<file path="src/rtl/gen_mc_queue_with_spmem.sv">
// Multi-channel FIFO: CH_NUM logical queues sharing one single-port memory with a
// registered read port. Sticky error flags are built only when GEN_MCQ_ERR_FLAGS_EN is defined.
module gen_mc_queue_with_spmem #(
  parameter int DATA_W  = 8,
  parameter int DEPTH   = 16,
  parameter int CH_NUM  = 4,
  parameter int SIM_DLY = 1,
  localparam int DEPTH_W = $clog2(DEPTH + 1),
  localparam int CH_W    = (CH_NUM > 1) ? $clog2(CH_NUM) : 1
) (
  input  logic                      clk,
  input  logic                      rstn,
  input  logic                      sw_rst,
  input  logic [DEPTH_W-1:0]        cnfg_depth,
  input  logic [DEPTH_W-1:0]        cnfg_afull_th,
  input  logic                      push,
  input  logic                      pop,
  input  logic [CH_W-1:0]           ch_sel,
  input  logic [DATA_W-1:0]         i_data,
  output logic [DATA_W-1:0]         o_data,
  output logic                      o_data_valid,
  output logic [CH_W-1:0]           o_ch,
  output logic [CH_NUM-1:0]         full,
  output logic [CH_NUM-1:0]         empty,
  output logic [CH_NUM-1:0]         afull,
  output logic [CH_NUM*DEPTH_W-1:0] fullness,
  output logic                      err_ovf,
  output logic                      err_udf,
  output logic                      err_coll
);

  localparam int PTR_W     = (DEPTH > 1) ? $clog2(DEPTH) : 1;
  localparam int MEM_WORDS = CH_NUM * DEPTH;
  localparam int ADDR_W    = (MEM_WORDS > 1) ? $clog2(MEM_WORDS) : 1;

  typedef enum logic [1:0] {OP_IDLE, OP_PUSH, OP_POP, OP_ERR} op_t;

  op_t                     op_reg, op_next;
  logic [CH_W-1:0]         o_ch_reg;
  logic [CH_NUM*PTR_W-1:0] head_all, tail_all;
  logic [PTR_W-1:0]        sel_head, sel_tail, head_next, tail_next;
  logic [DEPTH_W-1:0]      sel_cnt, cnt_next, depth_eff;
  logic                    full_next, empty_next, afull_next;
  logic                    mem_we, mem_re;
  logic [ADDR_W-1:0]       mem_addr;
  logic [DATA_W-1:0]       rd_data_reg;

  // Out-of-range depth settings fall back to the full per-channel region.
  assign depth_eff = ((cnfg_depth != '0) && (cnfg_depth <= DEPTH_W'(DEPTH))) ?
                     cnfg_depth : DEPTH_W'(DEPTH);

  // ">=" also recovers a pointer left beyond a newly shrunk depth.
  function automatic logic [PTR_W-1:0] ptr_inc(input logic [PTR_W-1:0] p,
                                                input logic [DEPTH_W-1:0] d);
    return (DEPTH_W'(p) >= d - DEPTH_W'(1)) ? '0 : p + 1'b1;
  endfunction

  assign sel_head = head_all[ch_sel*PTR_W +: PTR_W];
  assign sel_tail = tail_all[ch_sel*PTR_W +: PTR_W];
  assign sel_cnt  = fullness[ch_sel*DEPTH_W +: DEPTH_W];

  always_comb begin
    op_next   = OP_IDLE;
    head_next = sel_head;
    tail_next = sel_tail;
    cnt_next  = sel_cnt;
    if (push && pop)
      op_next = OP_ERR;
    else if (push)
      op_next = full[ch_sel] ? OP_ERR : OP_PUSH;
    else if (pop)
      op_next = empty[ch_sel] ? OP_ERR : OP_POP;

    if (op_next == OP_PUSH) begin
      tail_next = ptr_inc(sel_tail, depth_eff);
      cnt_next  = sel_cnt + 1'b1;
    end else if (op_next == OP_POP) begin
      head_next = ptr_inc(sel_head, depth_eff);
      cnt_next  = sel_cnt - 1'b1;
    end
    full_next  = (cnt_next >= depth_eff);
    empty_next = (cnt_next == '0);
    afull_next = (cnt_next >= cnfg_afull_th) && (cnfg_afull_th != '0);
  end

  always_ff @(posedge clk or negedge rstn) begin
    if (!rstn) begin
      op_reg   <= OP_IDLE;
      o_ch_reg <= '0;
    end else if (sw_rst) begin
      op_reg   <= OP_IDLE;
      o_ch_reg <= '0;
    end else begin
      op_reg <= op_next;
      if (op_next == OP_POP)
        o_ch_reg <= ch_sel;
    end
  end

  assign o_data_valid = (op_reg == OP_POP);
  assign o_ch         = o_ch_reg;

  genvar gi;
  generate
    for (gi = 0; gi < CH_NUM; gi++) begin : g_ch
      logic [PTR_W-1:0]   head_reg, tail_reg;
      logic [DEPTH_W-1:0] cnt_reg;
      logic               full_reg, empty_reg, afull_reg;
      logic               hit;

      assign hit = (ch_sel == CH_W'(gi)) && ((op_next == OP_PUSH) || (op_next == OP_POP));

      always_ff @(posedge clk or negedge rstn) begin
        if (!rstn) begin
          head_reg  <= '0;
          tail_reg  <= '0;
          cnt_reg   <= '0;
          full_reg  <= 1'b0;
          empty_reg <= 1'b1;
          afull_reg <= 1'b0;
        end else if (sw_rst) begin
          head_reg  <= '0;
          tail_reg  <= '0;
          cnt_reg   <= '0;
          full_reg  <= 1'b0;
          empty_reg <= 1'b1;
          afull_reg <= 1'b0;
        end else if (hit) begin
          head_reg  <= head_next;
          tail_reg  <= tail_next;
          cnt_reg   <= cnt_next;
          full_reg  <= full_next;
          empty_reg <= empty_next;
          afull_reg <= afull_next;
        end
      end

      assign head_all[gi*PTR_W +: PTR_W]     = head_reg;
      assign tail_all[gi*PTR_W +: PTR_W]     = tail_reg;
      assign fullness[gi*DEPTH_W +: DEPTH_W] = cnt_reg;
      assign full[gi]  = full_reg;
      assign empty[gi] = empty_reg;
      assign afull[gi] = afull_reg;
    end
  endgenerate

  assign mem_we   = (op_next == OP_PUSH) && rstn && !sw_rst;
  assign mem_re   = (op_next == OP_POP) && rstn && !sw_rst;
  assign mem_addr = ADDR_W'(ch_sel) * ADDR_W'(DEPTH) +
                    ADDR_W'((op_next == OP_PUSH) ? sel_tail : sel_head);

  // SIM_DLY only shapes timing of behavioural memory models; this array is zero-delay.
  generate
    if (SIM_DLY >= 0) begin : g_mem
      logic [DATA_W-1:0] mem [MEM_WORDS];
      always_ff @(posedge clk) begin
        if (mem_we)
          mem[mem_addr] <= i_data;
        else if (mem_re)
          rd_data_reg <= mem[mem_addr];
      end
    end else begin : g_mem_none
      assign rd_data_reg = '0;
    end
  endgenerate

  assign o_data = rd_data_reg;

`ifdef GEN_MCQ_ERR_FLAGS_EN
  logic err_ovf_reg, err_udf_reg, err_coll_reg;

  always_ff @(posedge clk or negedge rstn) begin
    if (!rstn) begin
      err_ovf_reg  <= 1'b0;
      err_udf_reg  <= 1'b0;
      err_coll_reg <= 1'b0;
    end else if (sw_rst) begin
      err_ovf_reg  <= 1'b0;
      err_udf_reg  <= 1'b0;
      err_coll_reg <= 1'b0;
    end else begin
      if (push && pop)                     err_coll_reg <= 1'b1;
      if (push && !pop && full[ch_sel])    err_ovf_reg  <= 1'b1;
      if (pop && !push && empty[ch_sel])   err_udf_reg  <= 1'b1;
    end
  end

  assign err_ovf  = err_ovf_reg;
  assign err_udf  = err_udf_reg;
  assign err_coll = err_coll_reg;
`else
  assign err_ovf  = 1'b0;
  assign err_udf  = 1'b0;
  assign err_coll = 1'b0;
`endif

endmodule

</file>
<file path="config.mk">
export PLATFORM = sky130hd
export DESIGN_NAME = gen_mc_queue_with_spmem
export DESIGN_NICKNAME = d
export VERILOG_FILES = /design/src/rtl/gen_mc_queue_with_spmem.sv
export SDC_FILE = /design/constraint.sdc
export NUM_CORES = 1
export LEC_CHECK = 0
export BUFFER_PORTS_ARGS = -buffer_cell sky130_fd_sc_hd__buf_2
export CORE_MARGIN = 8
export CORE_UTILIZATION = 60
export DETAILED_ROUTE_END_ITERATION = 7
export PLACE_DENSITY = 0.74
export SETUP_SLACK_MARGIN = 0.1
export SLEW_MARGIN = 10
export SYNTH_ARGS = -nofsm -noshare
export SYNTH_HDL_FRONTEND = slang
export SYNTH_SLANG_ARGS = --single-unit
</file>
<file path="constraint.sdc">
create_clock -name clk -period 4.4 [get_ports clk]
set_input_delay 0.44 -clock clk [delete_from_list [all_inputs] [get_ports clk]]
set_output_delay 0.44 -clock clk [all_outputs]
set_load 0.01 [all_outputs]
</file>
* Word level (Yosys, flattened, before mapping) *
Memory sizes are Yosys's and may differ from the RTL's. A register that Yosys moved wholly into a read port is not among the register bits.
Cells that the tools add are included.
W data, S select, Z words.

word-level totals
  input bits = 25
  RAM bits = 512
  memories = 1
  output and inout bits = 46
  word-level logic and storage cells = 144
  register bits after elaboration = 68

memories
  name       words  width  read ports  clocked after Yosys merged registers in  wr ports  line  text
  g_mem.mem  64     8      1           1                                        1         155   logic [DATA_W-1:0] mem [MEM_WORDS];

operators by class
  reduce and logical (&&, ||, !) cells = 23
  bitwise gates (word level) = 1
  $add $sub $neg = 6
  $lt $le $gt $ge = 6
  shift operators = 3
  equal/unequal tests = 6
  multiply operators = 1
  multiplexer cells = 71

operators by type and width
  cell                   number
  $mux W4                22
  $mux W5                11
  $shiftx A16 B5 Y4      2
  $mux W1                29
  $shiftx A20 B6 Y5      1
  $mux W2                7
  $logic_and A1 B1 Y1    11
  $ge A4 B5 Y1           2
  $ge A5 B5 Y1           2
  $reduce_bool A2 Y1     5
  $reduce_bool A5 Y1     2
  $sub A5 B1 Y5 const B  2
  $add A4 B1 Y4 const B  2
  $eq A2 B2 Y1 const B   4
  $add A6 B4 Y6          1
  $add A5 B1 Y5 const B  1
  $le A5 B5 Y1 const B   1
  $logic_not A5 Y1       1
  $mul A2 B3 Y5 const B  1
  $bmux W1 S2            2
  $eq A2 B1 Y1 const B   2
  $lt A2 B3 Y1 const B   1
  $logic_not A2 Y1       1
  $reduce_and A2 Y1      1
  other kinds (3)        3

* Longest topological paths before layout *
  word-level depth = 13
  depth in mapped cells = 23
  depth with buffers taken out = 15

* Worst setup path after synthesis *
Ideal clock, no wire load.

  path kind = in2reg
  start = input ch_sel[0]
  end = register g_ch[2].full_reg
  data arrival time = 4.991 ns
  cell stages on the path = 21
  path buffers = 8
  library setup time = 0.142 ns
  setup slack = -0.733 ns
  path through = buf_6 > buf_6 > buf_4 > buf_2 > buf_1 > mux4_2 > a21oi_1 > ha_1 > buf_2 > buf_2 > buf_1 > nor2_1 > xnor2_1 > inv_1 > ha_1 > nand2b_1 > a21o_1 > maj3_1 > a21o_1 > a21oi_1 > a211oi_1

on the way
  word-level cells in the longest chain between the ends = 12
  elaborated cells between the ends (all ways) = 24
  classes of those cells = 2 x add/sub; 1 x mul; 1 x order compare; 3 x eq/ne; 1 x shift; 13 x mux; 3 x reduce/logical

RTL lines
  item                                                                    line  text
  from (decl)                                                             18    input logic [CH_W-1:0] ch_sel,
  parallel branches: the longest is 12 deep, another holds $mul A2 B3 Y5  -
  to (signal assigned)                                                    132   full_reg <= full_next;
  to (decl)                                                               108   logic full_reg, empty_reg, afull_reg;

Parallel ways; which one is timed is not known. The select of a mux whose other input is x is not followed.
A chain may end at the register's enable or synchronous reset.

* Final worst setup path *
  start = register g_ch[3].full_reg
  end = register rd_data_reg[1] (netlist: o_data[1]), read port of g_mem.mem, data pin

on the way
  word-level cells in the longest chain between the ends = 10
  elaborated cells between the ends (all ways) = 15
  classes of those cells = 1 x add/sub; 2 x eq/ne; 6 x mux; 1 x bitwise; 5 x reduce/logical

RTL lines
  item                                                                   line  text
  from (decl)                                                            108
  from (signal assigned)                                                 132
  $bmux W1 S2 *                                                          70    op_next = full[ch_sel] ? OP_ERR : OP_PUSH;
  $mux W1 (not written as such) *                                        70
  $mux W2 *                                                              70
  $mux W2 *                                                              69    else if (push)
  $mux W2 *                                                              67    if (push && pop)
  parallel branches: the longest is 5 deep, another holds $add A6 B4 Y6  -
  to (decl)                                                              46    logic [DATA_W-1:0] rd_data_reg;

Mark *: on every way between the ends. The select of a mux whose other input is x is not followed.

==> results by group <==
Power
  • Max IR drop VDD: 0.392 mV
  • Sw Share: between 20% and 30%
  • Cell Pwr Density: 438 nW/um^2
  • Gate power share: 13.1%
  • Int Pwr: around 0.0096 W
  • Clock group share of total power: 38.4%
  • P_leak: 11.0 nW
  • Tot Pwr: 0.0128 W
  • Reg power frac: between 40 and 50%
  • Net Switching: 0.00320 W

Synthesis
  • Top FF cell, synth: edfxtp_1
  • Average size of a mapped cell: around 13 sq um
  • FF+latch count, synth: 588
  • Mapped Cells: 1890
  • Ys Warns: 0
  • Post-synth EDFFs: 520
  • Seq/Total Area, Yosys: about 69%
  • Async set-reset flop share out of synthesis: 11.6%
  • Synth Cell Area: 25200 sq um
  • Unique masters post-synth: 68

Final layout
  • Number of flip-flops in the largest register: between 500 and 600
  • Nets: about 2100
  • Diodes inserted: 0
  • Commonest non-fill, non-tap cell in the layout: edfxtp_1
  • Register area: between 15000 and 20000 sq um
  • Area growth syn-to-layout: 15.8%
  • Layout cells sized above 1: between 10% and 20%
  • Fill count: 2812
  • Most frequent cells in the layout: 520 x edfxtp_1, 354 x nand2_1, 157 x buf_4, 144 x nand3_1, 123 x mux2i_1
  • Multi-input logic area: approximately 7400 sq um

Timing
  • Worst Tran Pin Value: 0.995 ns
  • Crit share post-route: 98.4%
  • Slew headroom: approximately a third
  • Fin. max-slew vios: 0
  • Hold Fails Final Rpt: 0
  • Final setup violation count: 0
  • RSZ-0062 raised after global routing: true
  • Final setup margin: 0.0710 ns
  • Clock Skew: 0.0181 ns
  • Fmax: 231 MHz
  • Min Clock Period, post-route: 4.33 ns

Clock tree
  • Hold buffers post-CTS: 0
  • Longest Clk Path Bufs: 3
  • Total clock sinks: 588
  • Clk Tree Root Cell: clkbuf_16
  • Clock-pin transition on the worst setup and hold timing paths: 0.06 ns
  • TritonCTS clock tree: built
  • H-tree levels: 2
  • Worst-skew pair later-pin latency: 0.63 ns
  • Cts bufs inserted: 59

Routing
  • Drt total wl: between 70000 and 80000 microns
  • Metal3 WL: about 7900 microns
  • DR pass1 iterations: 6
  • Antenna-violating nets left: 0
  • Met1 Wirelength: between 20000 and 30000 microns
  • DR WL/cell: 26.8 microns
  • Top Metal Used: met5
  • Initial DRC Count: 2577
  • Via count: roughly 17000
  • Via/cell ratio: 6.48
  • Residual DRC count: 0
  • Routed met2 length: between 30000 and 40000 microns

Job
  • Max cap viols: 0

Critical path
  • Most used cell, CP: buf_4
  • Worst-path maximum fanout: 12
  • Slowest stage delay, CP: 0.56 ns
  • Delay-heaviest family, CP: simple AND/OR/NAND/NOR gates
  • Critical Path AT: 4.69 ns
  • Critical Path Source Type: register
  • CP Capture Type: register
  • CP Cell Sequence: mux4_2 -> a21oi_2 -> ha_1 -> buf_4 -> mux4_2 -> nor2_2 -> nor2_4 -> buf_4 -> buf_4 -> buf_4 -> a311oi_1 -> nand4_1 -> or4_1
  • Crit path kind: reg -> reg
  • CP Buf/Inv Count: 4
  • WP data required: ~4.8 ns
  • Crit-path slowest cell: or4_1

Place
  • Dpl hpwl: 46800 microns
  • RePlAce Congestion: 0.984
  • Post-place setup slack: -0.135 ns
  • I/O Buffers: 67

Floorplanning
  • Starting Density: 60.4%
  • Die Span X: 221 microns
  • DIE HEIGHT: about 220 microns
  • I/O pin total: around 70
  • Die area: 48800 sq um
  • Core area: 41700 sq um
  • Placement Rows: 75

GRT
  • Largest net degree at the start of global routing: around 130
  • First-pass GRT wire length: 108000 microns
  • GR Util All Layers: 28.8%
  • Vias in the first global route: 16800
  • Total global routing overflow: 0
  • Initial antenna violation count: 1

Outcome
  • Status: finished, final reports clean

Min path
  • HP Class: in -> async
==> per-stage QoR <==
step	std cells	hold slack, ns	utilization, %	setup TNS [ns]	cell area (sq um)
global placement	2543	0.485	65.4	-0.195	27200
finish	2657	0.0289	70.0	0	29200
global route	2657	0.104	70.0	0	29200
detailed placement	2543	0.497	65.4	-0.667	27200
CTS	2651	0.0514	69.9	0	29100
floorplan	1892	0.144	-	-7.50	25500
==> cell usage after synthesis, types with 11 or more instances <==
cell      count  area [sq um]
a211oi_1     22           165
a21o_1       11          82.6
a21oi_1      53           265
a22oi_1      20           150
a31oi_1      11          68.8
and3_1       13          81.3
buf_1        11          41.3
buf_2        38           190
buf_4        19           143
clkbuf_1     50           188
dfrtp_1      64          1600
edfxtp_1    520         15600
ha_1         22           275
inv_1        16          60.1
mux2_2       22           248
mux2i_1     124          1240
mux4_2       24           541
nand2_1     357          1340
nand2b_1     13          81.3
nand3_1     147           736
nand4_1      13          81.3
nor2_1      126           473
nor3_1       20           100
o21ai_0      20           100
o31ai_1      18           135
o32ai_1      11          96.3
==> worst reg2reg max path: cells and delay by family, from the launching register on <==
family / cells / cell delay (ns)
mux: 2 / 0.89
flops: 1 / 0.42
fa+ha+maj: 1 / 0.28
compound gates: 2 / 0.58
buf+inv: 4 / 0.81
simple gates: 4 / 1.10
==> worst paths after layout <==
check / startpoint / to / slack [ns] / cells after the start
max in group asynchronous: rstn / o_ch[0] / 3.76 / 2
setup reg to reg: g_ch[3].full_reg / o_data[1] / 0.07 / 13
setup / recovery: g_ch[3].full_reg / o_data[1] / 0.07 / 13
hold reg to reg: g_ch[0].tail_reg[0] / g_ch[0].tail_reg[0] / 0.51 / 2
min in group clk: push / op_reg[0] / 0.22 / 4
hold / removal: rstn / g_ch[1].head_reg[3] / 0.03 / 2
==> power by group through the flow <==
stage | Sequential [W] | Combinational (W) | Clock [W]
3_3_place_gp | 0.00630 | 0.00161 | 0
6_report | 0.00619 | 0.00168 | 0.00489
4_1_cts | 0.00619 | 0.00164 | 0.00492
5_1_grt | 0.00619 | 0.00177 | 0.00514
2_1_floorplan | 0.00629 | 0.000987 | 0
3_5_place_dp | 0.00630 | 0.00163 | 0
==> cells by family (layout without fill, tap and decap cells) <==
kind of cell	Yosys count	in the layout	share of synthesized area, %
mux	170	170	8.06
xor+xnor	9	9	0.313
fa+ha+maj	24	24	1.17
compound gates	223	223	6.20
simple gates	738	738	12.9
other cells	1	3	0.0149
buf+inv	137	363	2.57
flops	588	588	68.8
==> timing repair <==
action	CTS	global route
setup endpoints to repair	0	6
gates resized for setup	0	2
setup buffers	0	6
==> metal layers <==
layer  GRT usage, %  vias to the layer above
li1               -                     7436
met1           40.1                     8496
met2           45.1                     1120
met3           6.47                      166
met4           9.58                        2
met5              0                        -
==> area by class of cell <==
type / count / share of cell area (%)
Clock inverter: 30 / 0.772
Multi-Input combinational cell: 1167 / 25.5
Sequential cell: 588 / 59.4
Inverter: 17 / 0.219
Timing Repair Buffer: 238 / 6.15
Clock buffer: 78 / 5.68
Tap cell: 539 / 2.31
(Power assumes the default switching activity.)
